## config.mk

```make
export PLATFORM = sky130hd
export DESIGN_NAME = pipe_stall_ctrl_flat
export DESIGN_NICKNAME = d
export VERILOG_FILES = /design/src/rtl/pipe_stall_ctrl_pkg.sv /design/src/rtl/pipe_stall_ctrl_if.sv /design/src/rtl/pipe_stall_ctrl_stall_counter.sv /design/src/rtl/pipe_stall_ctrl.sv /design/src/flat_wrapper.sv
export SDC_FILE = /design/constraint.sdc
export NUM_CORES = 1
export LEC_CHECK = 0
export CAP_MARGIN = 0
export CORE_MARGIN = 2
export CORE_UTILIZATION = 22
export DETAILED_ROUTE_END_ITERATION = 10
export HOLD_SLACK_MARGIN = 0.05
export PLACE_DENSITY = 0.86
export SLEW_MARGIN = 30
export SYNTH_ARGS = -nofsm -noshare
export SYNTH_HDL_FRONTEND = slang
export SYNTH_SLANG_ARGS = --single-unit
```

## constraint.sdc

```tcl
create_clock -name clk -period 1.2 [get_ports clk]
set_input_delay 0.12 -clock clk [delete_from_list [all_inputs] [get_ports clk]]
set_output_delay 0.12 -clock clk [all_outputs]
set_load 0.02 [all_outputs]
```

## src/rtl/pipe_stall_ctrl_pkg.sv

```systemverilog
// ----------------------------------------------------------------------------
// pipe_ctrl_pkg
//   Shared definitions for the pipeline stall/flush controller:
//     - ctrl_state_t : memory-wait FSM state encoding (IDLE, WAIT)
//     - M_DEF        : default register address width
//     - CW_DEF       : default stall performance counter width
//   Optional feature macro used by the controller: STALL_PERF_EN.
// ----------------------------------------------------------------------------
package pipe_ctrl_pkg;

    localparam int M_DEF  = 4;
    localparam int CW_DEF = 16;

    typedef enum logic {
        IDLE = 1'b0,
        WAIT = 1'b1
    } ctrl_state_t;

endpackage

```

## src/rtl/pipe_stall_ctrl_if.sv

```systemverilog
// ----------------------------------------------------------------------------
// pipe_stall_ctrl_if
//   Bundles the hazard inputs and the stall/flush outputs of the pipeline
//   sequencing controller.
//   Modports:
//     master : the controller (reads hazard inputs, drives stall/flush/mem_req)
//     slave  : the datapath side (drives hazard inputs, reads controls)
//   Signals:
//     memrd_M, memwr_M, mem_ready           memory-stage access and completion
//     regw_E, regmem_E, regScr_E            execute-stage writer / load info
//     srcA_D, srcB_D                        decode-stage source registers
//     mem_req                               data memory request
//     stall_F/D/E/M, flush_E, flush_W       pipeline register controls
//     busy, stall_cycles                    status and stall performance count
// ----------------------------------------------------------------------------
interface pipe_stall_ctrl_if
    import pipe_ctrl_pkg::*;
#(
    parameter int M  = M_DEF,
    parameter int CW = CW_DEF
);
    logic          memrd_M;
    logic          memwr_M;
    logic          mem_ready;
    logic          regw_E;
    logic          regmem_E;
    logic [M-1:0]  regScr_E;
    logic [M-1:0]  srcA_D;
    logic [M-1:0]  srcB_D;

    logic          mem_req;
    logic          stall_F;
    logic          stall_D;
    logic          stall_E;
    logic          stall_M;
    logic          flush_E;
    logic          flush_W;
    logic          busy;
    logic [CW-1:0] stall_cycles;

    modport master (
        input  memrd_M, memwr_M, mem_ready, regw_E, regmem_E,
               regScr_E, srcA_D, srcB_D,
        output mem_req, stall_F, stall_D, stall_E, stall_M,
               flush_E, flush_W, busy, stall_cycles
    );

    modport slave (
        output memrd_M, memwr_M, mem_ready, regw_E, regmem_E,
               regScr_E, srcA_D, srcB_D,
        input  mem_req, stall_F, stall_D, stall_E, stall_M,
               flush_E, flush_W, busy, stall_cycles
    );

endinterface

```

## src/rtl/pipe_stall_ctrl_stall_counter.sv

```systemverilog
// ----------------------------------------------------------------------------
// stall_counter
//   Saturating CW-bit up-counter with enable; sticks at all-ones.
//   Only built when STALL_PERF_EN is defined.
//   Ports:
//     clk   in   clock
//     rst   in   asynchronous active-high reset, clears the count
//     en    in   count this cycle
//     count out  current count
// ----------------------------------------------------------------------------
`ifdef STALL_PERF_EN
module stall_counter #(
    parameter int CW = 16
) (
    input  logic          clk,
    input  logic          rst,
    input  logic          en,
    output logic [CW-1:0] count
);

    logic [CW-1:0] count_reg;

    always_ff @(posedge clk or posedge rst) begin
        if (rst) begin
            count_reg <= '0;
        end else if (en && (count_reg != {CW{1'b1}})) begin
            count_reg <= count_reg + {{(CW-1){1'b0}}, 1'b1};
        end
    end

    assign count = count_reg;

endmodule
`endif

```

## src/rtl/pipe_stall_ctrl.sv

```systemverilog
// ----------------------------------------------------------------------------
// pipe_stall_ctrl
//   Stall/flush sequencing for the 5-stage pipeline. Handles variable-latency
//   data memory accesses (req/ready) and execute->decode load-use hazards.
//   A memory stall freezes F/D/E/M and kills the instruction entering W;
//   a load-use hazard freezes F/D and bubbles E. Memory stalls win.
//   Ports:
//     clk  in   clock
//     rst  in   asynchronous active-high reset; forces every output to 0
//     bus  pipe_stall_ctrl_if.master (hazard inputs, stall/flush outputs)
//   Optional feature: STALL_PERF_EN builds a saturating stall-cycle counter;
//   without it stall_cycles is tied to 0.
// ----------------------------------------------------------------------------
module pipe_stall_ctrl
    import pipe_ctrl_pkg::*;
#(
    parameter int M  = M_DEF,
    parameter int CW = CW_DEF
) (
    input  logic             clk,
    input  logic             rst,
    pipe_stall_ctrl_if.master bus
);

    ctrl_state_t state_reg;
    ctrl_state_t state_next;

    logic          mem_acc;
    logic          mem_req_c;
    logic          mem_stall;
    logic          load_use;
    logic          lu_stall;
    logic [1:0]    src_match;
    logic [M-1:0]  src_d [2];
    logic [CW-1:0] stall_cnt;

    // A simultaneous load+store flag pair is one access.
    assign mem_acc = bus.memrd_M | bus.memwr_M;

    // Decode source compare; register zero is deliberately not excluded.
    assign src_d[0] = bus.srcA_D;
    assign src_d[1] = bus.srcB_D;

    generate
        for (genvar gi = 0; gi < 2; gi++) begin : g_src_cmp
            assign src_match[gi] = (bus.regScr_E == src_d[gi]);
        end
    endgenerate

    assign load_use = bus.regmem_E & bus.regw_E & (|src_match);

    always_ff @(posedge clk or posedge rst) begin
        if (rst) begin
            state_reg <= IDLE;
        end else begin
            state_reg <= state_next;
        end
    end

    always_comb begin
        state_next = state_reg;
        mem_req_c  = 1'b0;
        mem_stall  = 1'b0;
        case (state_reg)
            IDLE: begin
                mem_req_c = mem_acc;
                // A ready in the request cycle is a zero-wait access.
                mem_stall = mem_acc & ~bus.mem_ready;
                if (mem_stall) begin
                    state_next = WAIT;
                end
            end
            WAIT: begin
                mem_req_c = 1'b1;
                // Release happens in the ready cycle itself.
                mem_stall = ~bus.mem_ready;
                if (bus.mem_ready) begin
                    state_next = IDLE;
                end
            end
            default: begin
                state_next = IDLE;
            end
        endcase
        // While memory is stalled, E is held rather than bubbled; the
        // load-use check takes effect again once the stall releases.
        lu_stall = load_use & ~mem_stall;
    end

    // Combinational outputs are masked during reset so the abandoned
    // request drops immediately, not at the next edge.
    assign bus.mem_req = mem_req_c & ~rst;
    assign bus.stall_F = (mem_stall | lu_stall) & ~rst;
    assign bus.stall_D = (mem_stall | lu_stall) & ~rst;
    assign bus.stall_E = mem_stall & ~rst;
    assign bus.stall_M = mem_stall & ~rst;
    assign bus.flush_E = lu_stall & ~rst;
    assign bus.flush_W = mem_stall & ~rst;
    assign bus.busy    = (state_reg == WAIT);

`ifdef STALL_PERF_EN
    stall_counter #(
        .CW (CW)
    ) u_stall_counter (
        .clk   (clk),
        .rst   (rst),
        .en    (bus.stall_F),
        .count (stall_cnt)
    );
`else
    assign stall_cnt = '0;
`endif

    assign bus.stall_cycles = stall_cnt;

endmodule

```

## src/flat_wrapper.sv

```systemverilog
// flat-port wrapper written by rule: the top's interface ports become plain ports
module pipe_stall_ctrl_flat import pipe_ctrl_pkg::*;
#(
    parameter int M  = M_DEF,
    parameter int CW = CW_DEF
)
  (clk, rst, bus_memrd_M, bus_memwr_M, bus_mem_ready, bus_regw_E, bus_regmem_E, bus_regScr_E, bus_srcA_D, bus_srcB_D, bus_mem_req, bus_stall_F, bus_stall_D, bus_stall_E, bus_stall_M, bus_flush_E, bus_flush_W, bus_busy, bus_stall_cycles);
  pipe_stall_ctrl_if #(.M(M), .CW(CW)) bus_i ();
  input  logic clk;
  input  logic rst;
  input wire logic [$bits(bus_i.memrd_M)-1:0] bus_memrd_M;
  input wire logic [$bits(bus_i.memwr_M)-1:0] bus_memwr_M;
  input wire logic [$bits(bus_i.mem_ready)-1:0] bus_mem_ready;
  input wire logic [$bits(bus_i.regw_E)-1:0] bus_regw_E;
  input wire logic [$bits(bus_i.regmem_E)-1:0] bus_regmem_E;
  input wire logic [$bits(bus_i.regScr_E)-1:0] bus_regScr_E;
  input wire logic [$bits(bus_i.srcA_D)-1:0] bus_srcA_D;
  input wire logic [$bits(bus_i.srcB_D)-1:0] bus_srcB_D;
  output wire logic [$bits(bus_i.mem_req)-1:0] bus_mem_req;
  output wire logic [$bits(bus_i.stall_F)-1:0] bus_stall_F;
  output wire logic [$bits(bus_i.stall_D)-1:0] bus_stall_D;
  output wire logic [$bits(bus_i.stall_E)-1:0] bus_stall_E;
  output wire logic [$bits(bus_i.stall_M)-1:0] bus_stall_M;
  output wire logic [$bits(bus_i.flush_E)-1:0] bus_flush_E;
  output wire logic [$bits(bus_i.flush_W)-1:0] bus_flush_W;
  output wire logic [$bits(bus_i.busy)-1:0] bus_busy;
  output wire logic [$bits(bus_i.stall_cycles)-1:0] bus_stall_cycles;
  assign bus_i.memrd_M = bus_memrd_M;
  assign bus_i.memwr_M = bus_memwr_M;
  assign bus_i.mem_ready = bus_mem_ready;
  assign bus_i.regw_E = bus_regw_E;
  assign bus_i.regmem_E = bus_regmem_E;
  assign bus_i.regScr_E = bus_regScr_E;
  assign bus_i.srcA_D = bus_srcA_D;
  assign bus_i.srcB_D = bus_srcB_D;
  assign bus_mem_req = bus_i.mem_req;
  assign bus_stall_F = bus_i.stall_F;
  assign bus_stall_D = bus_i.stall_D;
  assign bus_stall_E = bus_i.stall_E;
  assign bus_stall_M = bus_i.stall_M;
  assign bus_flush_E = bus_i.flush_E;
  assign bus_flush_W = bus_i.flush_W;
  assign bus_busy = bus_i.busy;
  assign bus_stall_cycles = bus_i.stall_cycles;
  pipe_stall_ctrl #(.M(M), .CW(CW)) u_core (.clk(clk), .rst(rst), .bus(bus_i));
endmodule
```

* Word level (Yosys, flattened, before mapping)
Index checks and enable logic that the tools add are counted.
Operators by class: muxes and demuxes 5, reduce and logical (&&, ||, !) cells 1, eq/ne operators 2, bitwise gates (word level) 14
Operator list (count):
- bitwise AND 1 bit | 8
- equality test 4 bit | 2
- case mux 1 bit (2 select lines) | 3
- inverter 1 bit | 4
- two-way mux 1 bit | 2
- OR 1 bit | 2
- OR reduction 2 bit | 1
Storage, ports and cells: output and inout bits 24, bits in registers 1, word-level logic and storage cells 23

* Depth between registers and ports, before layout
depth after elaboration 7, mapped depth 5

* Worst setup path after synthesis
No wires, ideal clock.
path type register to output, from register u_core.state_reg (netlist: u_core.bus.busy), to output port bus_stall_F, required time 1.080 ns, arrival 1.657 ns, slack -0.577 ns, buffers on the path 1, cell stages (with the launch flop) 5, cells stage by stage dfrtp_1 nor3_1 nor3_1 nand2b_1 buf_4
On the way: word-level cells in the longest chain between the ends 6
Ends and longest elaborated chain:
- start: declaration | RTL line pipe_stall_ctrl.sv:25 | ctrl_state_t state_reg;
- start signal: assignment | RTL line pipe_stall_ctrl.sv:56 | state_reg <= state_next;
- inverter 1 bit | RTL line pipe_stall_ctrl.sv:64 | case (state_reg)
- case mux 1 bit (2 select lines) (*) | RTL line pipe_stall_ctrl.sv:64
- inverter 1 bit | RTL line pipe_stall_ctrl.sv:87 | lu_stall = load_use & ~mem_stall;
- bitwise AND 1 bit | RTL line pipe_stall_ctrl.sv:87
- OR 1 bit (*)
- bitwise AND 1 bit (*)
- end: declaration | RTL line flat_wrapper.sv:20 | output wire logic [$bits(bus_i.stall_F)-1:0] bus_stall_F;
Every way passes the cells marked *; elsewhere a longest branch is shown, timed or not.

* Worst setup path in the final report
from input port bus_srcA_D[2], to output port bus_flush_E
On the way: word-level cells in the longest chain between the ends 5
Ends and longest elaborated chain:
- start: declaration | RTL line flat_wrapper.sv:17 | input wire logic [$bits(bus_i.srcA_D)-1:0] bus_srcA_D;
- equality test 4 bit | RTL line pipe_stall_ctrl.sv:46 | assign src_match[gi] = (bus.regScr_E == src_d[gi]);
- OR reduction 2 bit | RTL line pipe_stall_ctrl.sv:50 | assign load_use = bus.regmem_E & bus.regw_E & (|src_match);
- bitwise AND 1 bit | RTL line pipe_stall_ctrl.sv:50
- bitwise AND 1 bit | RTL line pipe_stall_ctrl.sv:87
- bitwise AND 1 bit | RTL line pipe_stall_ctrl.sv:97 | assign bus.flush_E = lu_stall & ~rst;
- end: declaration | RTL line flat_wrapper.sv:24 | output wire logic [$bits(bus_i.flush_E)-1:0] bus_flush_E;
Every way passes these cells.

==> impl_metrics.json <==
{
  "io_buffer_count": 26,
  "vias_per_cell": 3.69,
  "post_synth_main_area_contributors": "buf_4 (49%), xor2_1 (24%), dfrtp_1 (8.5%), nor4_1 (4.3%), nor2_1 (3.8%)",
  "die_area_um2": 1650,
  "rows": 13,
  "via_count_of_the_first_global_routing_pass": 280,
  "dr.pass1.iters": 1,
  "detailed_place_hpwl_um": 634,
  "die_h_um": 40.6,
  "hold_buffers": 0,
  "startpoint": "bus_srcA_D[2]",
  "worst-endpoint-required_ns": 1.08,
  "yosys.area.top_type": "buf_4",
  "worst-setup-path-type": "input pin to output port",
  "fin_tns_setup_ns": -0.206,
  "cp_data_arrival_time_ns": 1.17,
  "syn_area_per_cell_um2": 7.54,
  "timing.final.hold_violations": 0,
  "cp-end-kind": "output port",
  "yosysWarnings": 0,
  "grt_usage_pct": 9.04,
  "drive_gt1_share_pct": 50.0,
  "leakage_nw": 0.283,
  "postLayoutSetupSlackWorst_ns": -0.0942,
  "critical_path.startpoint_type": "input pin",
  "clock-skew-final_ns": 0,
  "dpl_cell_area_um2": 541,
  "antenna_cells_inserted": 0,
  "final_antenna_net_count": 0,
  "worst_skew_pair.late_latency_ns": 0,
  "post-synth-top-area-fraction_pct": 48.5,
  "setup_viol": 3,
  "synth_cell_type_count": 10,
  "largest_reg_flops": 1,
  "slew_viol_final": 0,
  "pwr_density_cell_nw_per_um2": 456,
  "worstReg2RegEnd": "u_core.bus.busy$_DFF_PP0_",
  "drt_iter0_markers": 0,
  "grt_first_pass_wirelength_mm": 1.02,
  "drc_errors": 0,
  "timing.final.crit_period_ns": 1.29,
  "ys_seq_area_share_pct": 8.51,
  "r2r_slack_ns": 0.21,
  "timing.hold.worst.class": "input pin to async pin",
  "drt_wl_total_um": 760,
  "last_element_of_the_critical_path": "bus_flush_E",
  "floorplan.initialDensity_pct": 23.2,
  "synthToLayoutAreaGrowth_pct": 91.9,
  "num_vias": 299,
  "violations": "setup timing",
  "clkSlewWorstSetupHoldPaths_ns": 0,
  "min_period_over_period_pct": 108,
  "globalplace.congestion": 0.607,
  "synth.cell_area_um2": 294,
  "floorplan.core_area_um2": 1270,
  "irDropWorstVdd_v": 0.000238,
  "crit-reg2reg-launch": "u_core.bus.busy$_DFF_PP0_",
  "route.detailed.wl_per_inst_um": 9.38,
  "nets": 87,
  "status": "finished with violations",
  "finalHoldWorstSlack_ns": 0.525,
  "layout.cell_area.non_filler_um2": 564,
  "post_synth_inst_count": 39,
  "floorplan.io_pins": 43,
  "grt_antenna_before_repair": 0,
  "highest_net_fanout_along_the_worst_path": 2,
  "grt_max_degree": 4,
  "fmax_mhz": 773,
  "ys_ff_latch": 1,
  "gr-total-overflow": 0,
  "max_cap_check_violation_count": 0,
  "grt_setup_unrepaired": "yes",
  "die_width_um": 40.6,
  "worst-r2r-cell-count": 4
}
-- Yosys cell counts --
master	instances
buf_4	19
xor2_1	8
nor2_1	3
nor3_1	2
nor4_1	2
conb_1	1
dfrtp_1	1
inv_1	1
nand2b_1	1
o2111ai_1	1
-- cell usage in the layout, fill, tap and decap left out, drive strengths merged --
cell	Yosys	routed
buf	19	20
conb	1	16
xor2	8	8
clkdlybuf4s50	0	4
nor2	3	3
clkdlybuf4s15	0	3
nor3	2	2
nor4	2	2
dlygate4sd2	0	2
clkbuf	0	2
inv	1	1
o2111ai	1	1
nand2b	1	1
dfrtp	1	1
-- cell type report --
type | count | area, µm²
Fill cell | 135 | 704
Inverter | 1 | 3.75
Multi-Input combinational cell | 33 | 250
Timing Repair Buffer | 31 | 265
Sequential cell | 1 | 26.3
Tap cell | 15 | 18.8
-- stage by stage --
stage                     util (%)  total power [mW]  setup slack (ns)  cells
final                         44.5             0.257           -0.0942     81
after global routing          44.5             0.275            -0.186     81
after CTS                     42.5             0.248            -0.115     81
after detailed placement      42.6             0.251            -0.982     79
after global placement        42.6             0.248            -0.996     79
after floorplan                  -             0.188           -0.0765     54
-- metal layers --
metal | GRT usage (%) | up-vias | part of all wire, %
li1 | - | 140 | -
met1 | 7.12 | 126 | 27
met2 | 21.4 | 33 | 51
met3 | 2.22 | 0 | 21
met4 | 0 | 0 | 0
met5 | 0 | - | 0
-- kinds of logic (layout without fill, tap and decap cells) --
group | count (synthesis) | count (layout) | synth area share (%)
xor gates and xnor gates | 8 | 8 | 23.8
and+or+nand+nor | 8 | 8 | 13.6
DFF | 1 | 1 | 8.51
other | 1 | 16 | 1.28
AOI/OAI and AO/OA | 1 | 1 | 2.98
buffers and inverters | 20 | 32 | 49.8
-- worst min-delay path by stage --
stage	endpoint	slack [ns]	from	cells past startpoint
after CTS	u_core.bus.busy$_DFF_PP0_	0.53	rst	3
after floorplan	u_core.bus.busy$_DFF_PP0_	-0.14	rst	1
after global routing	u_core.bus.busy$_DFF_PP0_	0.55	rst	3
after global placement	u_core.bus.busy$_DFF_PP0_	0.50	rst	3
final	u_core.bus.busy$_DFF_PP0_	0.53	rst	3
after detailed placement	u_core.bus.busy$_DFF_PP0_	0.51	rst	3
-- where the power goes --
part	switching (mW)	internal [mW]	total, mW
Combinational	0.121	0.0974	0.218
Sequential	0.00236	0.0371	0.0394
Clock	0	0	0
Total	0.123	0.134	0.257
-- critical path, cell delays in order --
cell and delay (ns):
buf_6 0.10, xor2_2 0.17, nor4_2 0.32, o2111ai_2 0.21, nor2_1 0.12, buf_4 0.15
-- what timing repair did --
| action | in CTS | in global routing |
|---|---|---|
| endpoints found under the setup margin | 8 | 6 |
| pin swaps | 13 | 7 |
| setup buffers | 2 | 0 |
| resized for setup | 83 | 9 |
Note: power is estimated with default switching activity, not from simulation.
